<file path="src/rtl/prbs_symbol_source.sv">
`timescale 1ns/1ps
// PRBS9 symbol source: emits one PRBS bit and its antipodal +/-AMP symbol on
// each rising edge of the divided symbol clock, as a valid-qualified stream.
module prbs_symbol_source #(
  parameter int         NB_SYM = 8,
  parameter int         AMP    = 127,
  parameter logic [8:0] SEED   = 9'h1FF
) (
  input  logic                     i_clk,
  input  logic                     i_rst,
  input  logic                     i_sym_clk,
  input  logic                     i_enable,
  input  logic                     i_seed_load,
  input  logic [8:0]               i_seed,
  output logic                     o_bit,
  output logic signed [NB_SYM-1:0] o_sym,
  output logic                     o_valid,
  output logic                     o_period,
  output logic [15:0]              o_sym_cnt,
  output logic                     o_running
);

  typedef enum logic [1:0] {IDLE, ARM, RUN} state_t;

  localparam logic signed [NB_SYM-1:0] SYM_POS = NB_SYM'(AMP);
  localparam logic signed [NB_SYM-1:0] SYM_NEG = -SYM_POS;

  state_t                    state_q, state_d;
  logic [8:0]                lfsr_q, lfsr_d;
  logic [8:0]                seed_reg_q, seed_reg_d;
  logic                      sym_d_q;
  logic                      bit_q, bit_d;
  logic signed [NB_SYM-1:0]  sym_q, sym_d;
  logic                      valid_q, valid_d;
  logic                      period_q, period_d;
  logic [15:0]               cnt_q, cnt_d;
  logic                      running_q, running_d;

  // i_sym_clk comes from the same clock tree, so it is edge-detected directly
  logic       rise;
  logic [8:0] lfsr_adv;
  logic [8:0] seed_fix;

  assign rise     = i_sym_clk & ~sym_d_q;
  assign lfsr_adv = {lfsr_q[7:0], lfsr_q[8] ^ lfsr_q[4]};
  // all-zero is the lock-up state of the LFSR, so it is never loaded
  assign seed_fix = (i_seed == 9'h000) ? 9'h1FF : i_seed;

  // Next-state logic for the FSM, LFSR and registered outputs
  always_comb begin
    state_d    = state_q;
    lfsr_d     = lfsr_q;
    seed_reg_d = seed_reg_q;
    bit_d      = bit_q;
    sym_d      = sym_q;
    valid_d    = 1'b0;
    period_d   = 1'b0;
    cnt_d      = cnt_q;
    unique case (state_q)
      IDLE: begin
        if (i_seed_load) begin
          lfsr_d     = seed_fix;
          seed_reg_d = seed_fix;
          cnt_d      = 16'h0000;
        end
        if (i_enable) state_d = ARM;
      end
      // Hold off until the symbol clock is seen low so a level that is
      // already high on entry cannot count as an edge.
      ARM: begin
        if (!i_enable)      state_d = IDLE;
        else if (!i_sym_clk) state_d = RUN;
      end
      RUN: begin
        if (!i_enable) begin
          state_d = IDLE;
        end else if (rise) begin
          bit_d    = lfsr_q[8];
          sym_d    = lfsr_q[8] ? SYM_POS : SYM_NEG;
          valid_d  = 1'b1;
          period_d = (lfsr_adv == seed_reg_q);
          lfsr_d   = lfsr_adv;
          cnt_d    = cnt_q + 16'd1;
        end
      end
      default: state_d = IDLE;
    endcase
    running_d = (state_d == RUN);
  end

  // State and output registers, cleared immediately by the async reset
  always_ff @(posedge i_clk or negedge i_rst) begin
    if (!i_rst) begin
      state_q    <= IDLE;
      lfsr_q     <= SEED;
      seed_reg_q <= SEED;
      sym_d_q    <= 1'b0;
      bit_q      <= 1'b0;
      sym_q      <= '0;
      valid_q    <= 1'b0;
      period_q   <= 1'b0;
      cnt_q      <= 16'h0000;
      running_q  <= 1'b0;
    end else begin
      state_q    <= state_d;
      lfsr_q     <= lfsr_d;
      seed_reg_q <= seed_reg_d;
      sym_d_q    <= i_sym_clk;
      bit_q      <= bit_d;
      sym_q      <= sym_d;
      valid_q    <= valid_d;
      period_q   <= period_d;
      cnt_q      <= cnt_d;
      running_q  <= running_d;
    end
  end

  assign o_bit     = bit_q;
  assign o_sym     = sym_q;
  assign o_valid   = valid_q;
  assign o_period  = period_q;
  assign o_sym_cnt = cnt_q;
  assign o_running = running_q;

endmodule

</file>
<file path="config.mk">
export PLATFORM = sky130hd
export DESIGN_NAME = prbs_symbol_source
export DESIGN_NICKNAME = d
export VERILOG_FILES = /design/src/rtl/prbs_symbol_source.sv
export SDC_FILE = /design/constraint.sdc
export NUM_CORES = 1
export LEC_CHECK = 0
export CORE_MARGIN = 5
export CORE_UTILIZATION = 52
export DETAILED_ROUTE_END_ITERATION = 12
export PLACE_DENSITY = 0.84
export SETUP_SLACK_MARGIN = 0.02
export SYNTH_ARGS = -nofsm -noshare
export SYNTH_HDL_FRONTEND = slang
export SYNTH_SLANG_ARGS = --single-unit
</file>
<file path="constraint.sdc">
create_clock -name i_clk -period 1.9 [get_ports i_clk]
set_clock_uncertainty 0.05 [all_clocks]
set_input_delay 0.38 -clock i_clk [delete_from_list [all_inputs] [get_ports i_clk]]
set_output_delay 0.38 -clock i_clk [all_outputs]
set_load 0.01 [all_outputs]
</file>
==> qor.yml, run 1 <==
io_buffers: 41
post_dp_cell_area_um2: 2849
setup_viol: 0
cp-start-kind: "primary input"
avgViaCountPerCell: 5.599
wl_per_cell_um: 16.18
drc_errors: 0
hold_start: "i_sym_clk"
drv_slew: 0
vdd_drop_max_mv: 0.4544
layout_commonest_cell: "nand2_1"
start_util_pct: 54.42
cp_max_fo: 14
p_comb_share_pct: 22.5
worstMarginPinSlew_ns: 0.4774
final_cell_mix: "nand2_1, clkdlybuf4s50_1, buf_4"
synth_edf_count: 0
grt.overflow.total: 0
grt_usage_pct: 21.27
endpoint_kind: "register"
grt.met2_usage_pct: 35.20
crit_buf_inv: 2
die-area_um2: 5650
ys_ff_latch: 43
cts_buffer_depth: 2
antenna_left: 0
antenna_found_initial: 0
cp_slowest_cell: "or4_4"
place_inst: 335
regToRegSetupSlack_ns: 0.09
syn_nets: 241
rows: 23
ys_warn_count: 0
p_switching_w: 0.0006532
fmax_mhz: 540.6
post-route-period-util_pct: 97.36
cts_max_level: 2
die_w_um: 75.17
io_pins: 42
nNetsFinal: 311
whs_ns: 0.3683
ys.flop_type: "dfrtp_1"
r2r_end: "o_sym_cnt[12]"
vias: 1943
final_hold_viol_count: 0
p_leak_nw: 1.288
clkTransAtPathRegs_ns: 0.08
maxCapViolCount: 0
synth.yosys.seq_area_share_pct: 49.75
numCtsBuffers: 5
wl_um: 5615
clockRootBuffer: "clkbuf_8"
grt_pass1_vias: 1949
cts.sinks: 43
p_total_w: 0.002257
synthArstFlopShare_pct: 100.0
die_h_um: 75.17
pwr-share-seq_pct: 52.0
hpwl_um: 4030
grt_max_degree: 29
grt_pass1_wl_um: 9073
clock_latency_ns: 0.30
slowest_delay_ns: 0.59
path_cells: "clkdlybuf4s50_1, or4_4, nor3_4, buf_12, nor3_1, o21ai_0"
mappedNetlistArea_um2: 2208
syn_avg_cell_area_um2: 9.772
synthCells: 226
use_met3_pct: 3.738
path_delay_family: "simple AND/OR/NAND/NOR gates"
stdcell_area_um2: 2982
core_um2: 4058
synth_cell_types: 49
fin_ws_ns: 0.05022
drtIter0Drc: 121
p_int_w: 0.001603
startpoint: "i_seed[0]"
worstPathRequired_ns: 2.07
power_density_nw_per_um2: 756.9
antenna_cells: 0
swShare_pct: 28.95
final_cells: 347
relSlewSlack_pct: 67.35
crit_arrival_ns: 2.02
cts_tree: "done"
min_path_type: "in -> reg"
status: "completed"
crit_type: "in -> reg"
p_clk_share_pct: 25.5
post-place-ws_ns: -0.3036
drive_above_1_share_pct: 26.26
met1_usage_pct: 27.38
area_growth_pct: 35.01
first_pass_iters: 4
grt-busiest-layer: "met2"
r2r_start: "o_sym_cnt[1]"
hold_depth: 2
min_period_ns: 1.850
r2r_cells: 5
gp_congestion: 0.9530
min_to: "sym_d_q"
==> worst max path at each step <==
stage                          to  slack [ns]  cells past startpoint
floorplan           o_sym_cnt[12]        0.15                      5
global placement     o_sym_cnt[7]       -0.25                      6
detailed placement  o_sym_cnt[12]       -0.30                      5
CTS                 o_sym_cnt[12]        0.04                      5
global route            lfsr_q[3]       -0.02                      6
finish                  lfsr_q[2]        0.05                      6
==> Yosys cell counts, drive strengths merged, types with 4 or more instances <==
| library cell | count | area share, % |
|---|---|---|
| nand2 | 41 | 7.0 |
| o21ai | 31 | 7.0 |
| dfrtp | 25 | 28 |
| dfstp | 18 | 21 |
| buf | 12 | 4.1 |
| xnor2 | 11 | 4.4 |
| nor3 | 10 | 2.8 |
| nand4 | 7 | 2.0 |
| nor2 | 7 | 1.2 |
| a21oi | 6 | 1.4 |
| or4 | 6 | 2.2 |
| clkbuf | 4 | 0.74 |
| nand3 | 4 | 0.91 |
| o211ai | 4 | 1.4 |
==> power groups by stage <==
stage                     clock network, W  registers (W)  logic, W
after global routing              0.000620        0.00119  0.000556
after CTS                         0.000584        0.00117  0.000508
after global placement                   0        0.00118  0.000487
after floorplan                          0        0.00117  0.000286
after detailed placement                 0        0.00119  0.000505
final                             0.000575        0.00117  0.000508
==> through the flow <==
stage | utilization, % | TNS, ns
floorplan | - | 0
global placement | 70.21 | -3.824
detailed placement | 70.21 | -4.877
CTS | 72.53 | 0
global route | 73.48 | -0.06078
finish | 73.48 | 0
==> state kept, by name, summed over array words and instances (netlist names) <==
signal      count
o_valid         1
o_sym           3
o_sym_cnt      16
o_running       1
seed_reg_q      9
state_q         2
o_period        1
sym_d_q         1
lfsr_q          9
==> layout make-up <==
| cell class | instances | area, um2 |
|---|---|---|
| Fill cell | 287 | 1076 |
| Tap cell | 50 | 62.56 |
| Clock buffer | 6 | 72.57 |
| Clock inverter | 2 | 12.51 |
| Sequential cell | 43 | 1099 |
| Inverter | 3 | 11.26 |
| Multi-Input combinational cell | 164 | 1005 |
| Timing Repair Buffer | 79 | 719.4 |
==> timing repair <==
action,CTS,global route
setup buffers,0,3
hold buffers,1,0
resized for setup,1,4
hold endpoints to repair,13,0
pin swaps,0,1
setup endpoints to repair,1,3
==> kinds of logic (layout without fill, tap and decap cells) <==
logic type,after synthesis,count (layout),synth area share (%)
multiplexers,2,2,1.020
AO/OA/AOI/OAI,51,51,13.60
adder cells (fa/ha/maj),1,1,0.5665
buffers and inverters,19,90,5.382
flip-flops,43,43,49.74
AND/OR/NAND/NOR,96,96,24.14
XOR/XNOR,14,14,5.553
==> routing by layer <==
metal | part of all wire [%] | vias up
met5 | 0 | -
met4 | 1.7 | 0
met3 | 4.1 | 8
met2 | 51 | 48
met1 | 43 | 947
li1 | - | 940
==> worst reg2reg max path: cells and delay by family, from the launching register on <==
kind | cells | cell delay, ns
AO/OA/AOI/OAI | 1 | 0.15
adder cells (fa/ha/maj) | 1 | 0.22
flip-flops | 1 | 0.39
AND/OR/NAND/NOR | 3 | 0.94
No activity file was read; power rests on OpenSTA's default activity.
==> run 2: changes to the inputs <==
- CAP_MARGIN: not set -> 20
==> results of run 2 <==
Final layout, timing and power as in run 1 (identical DEF).
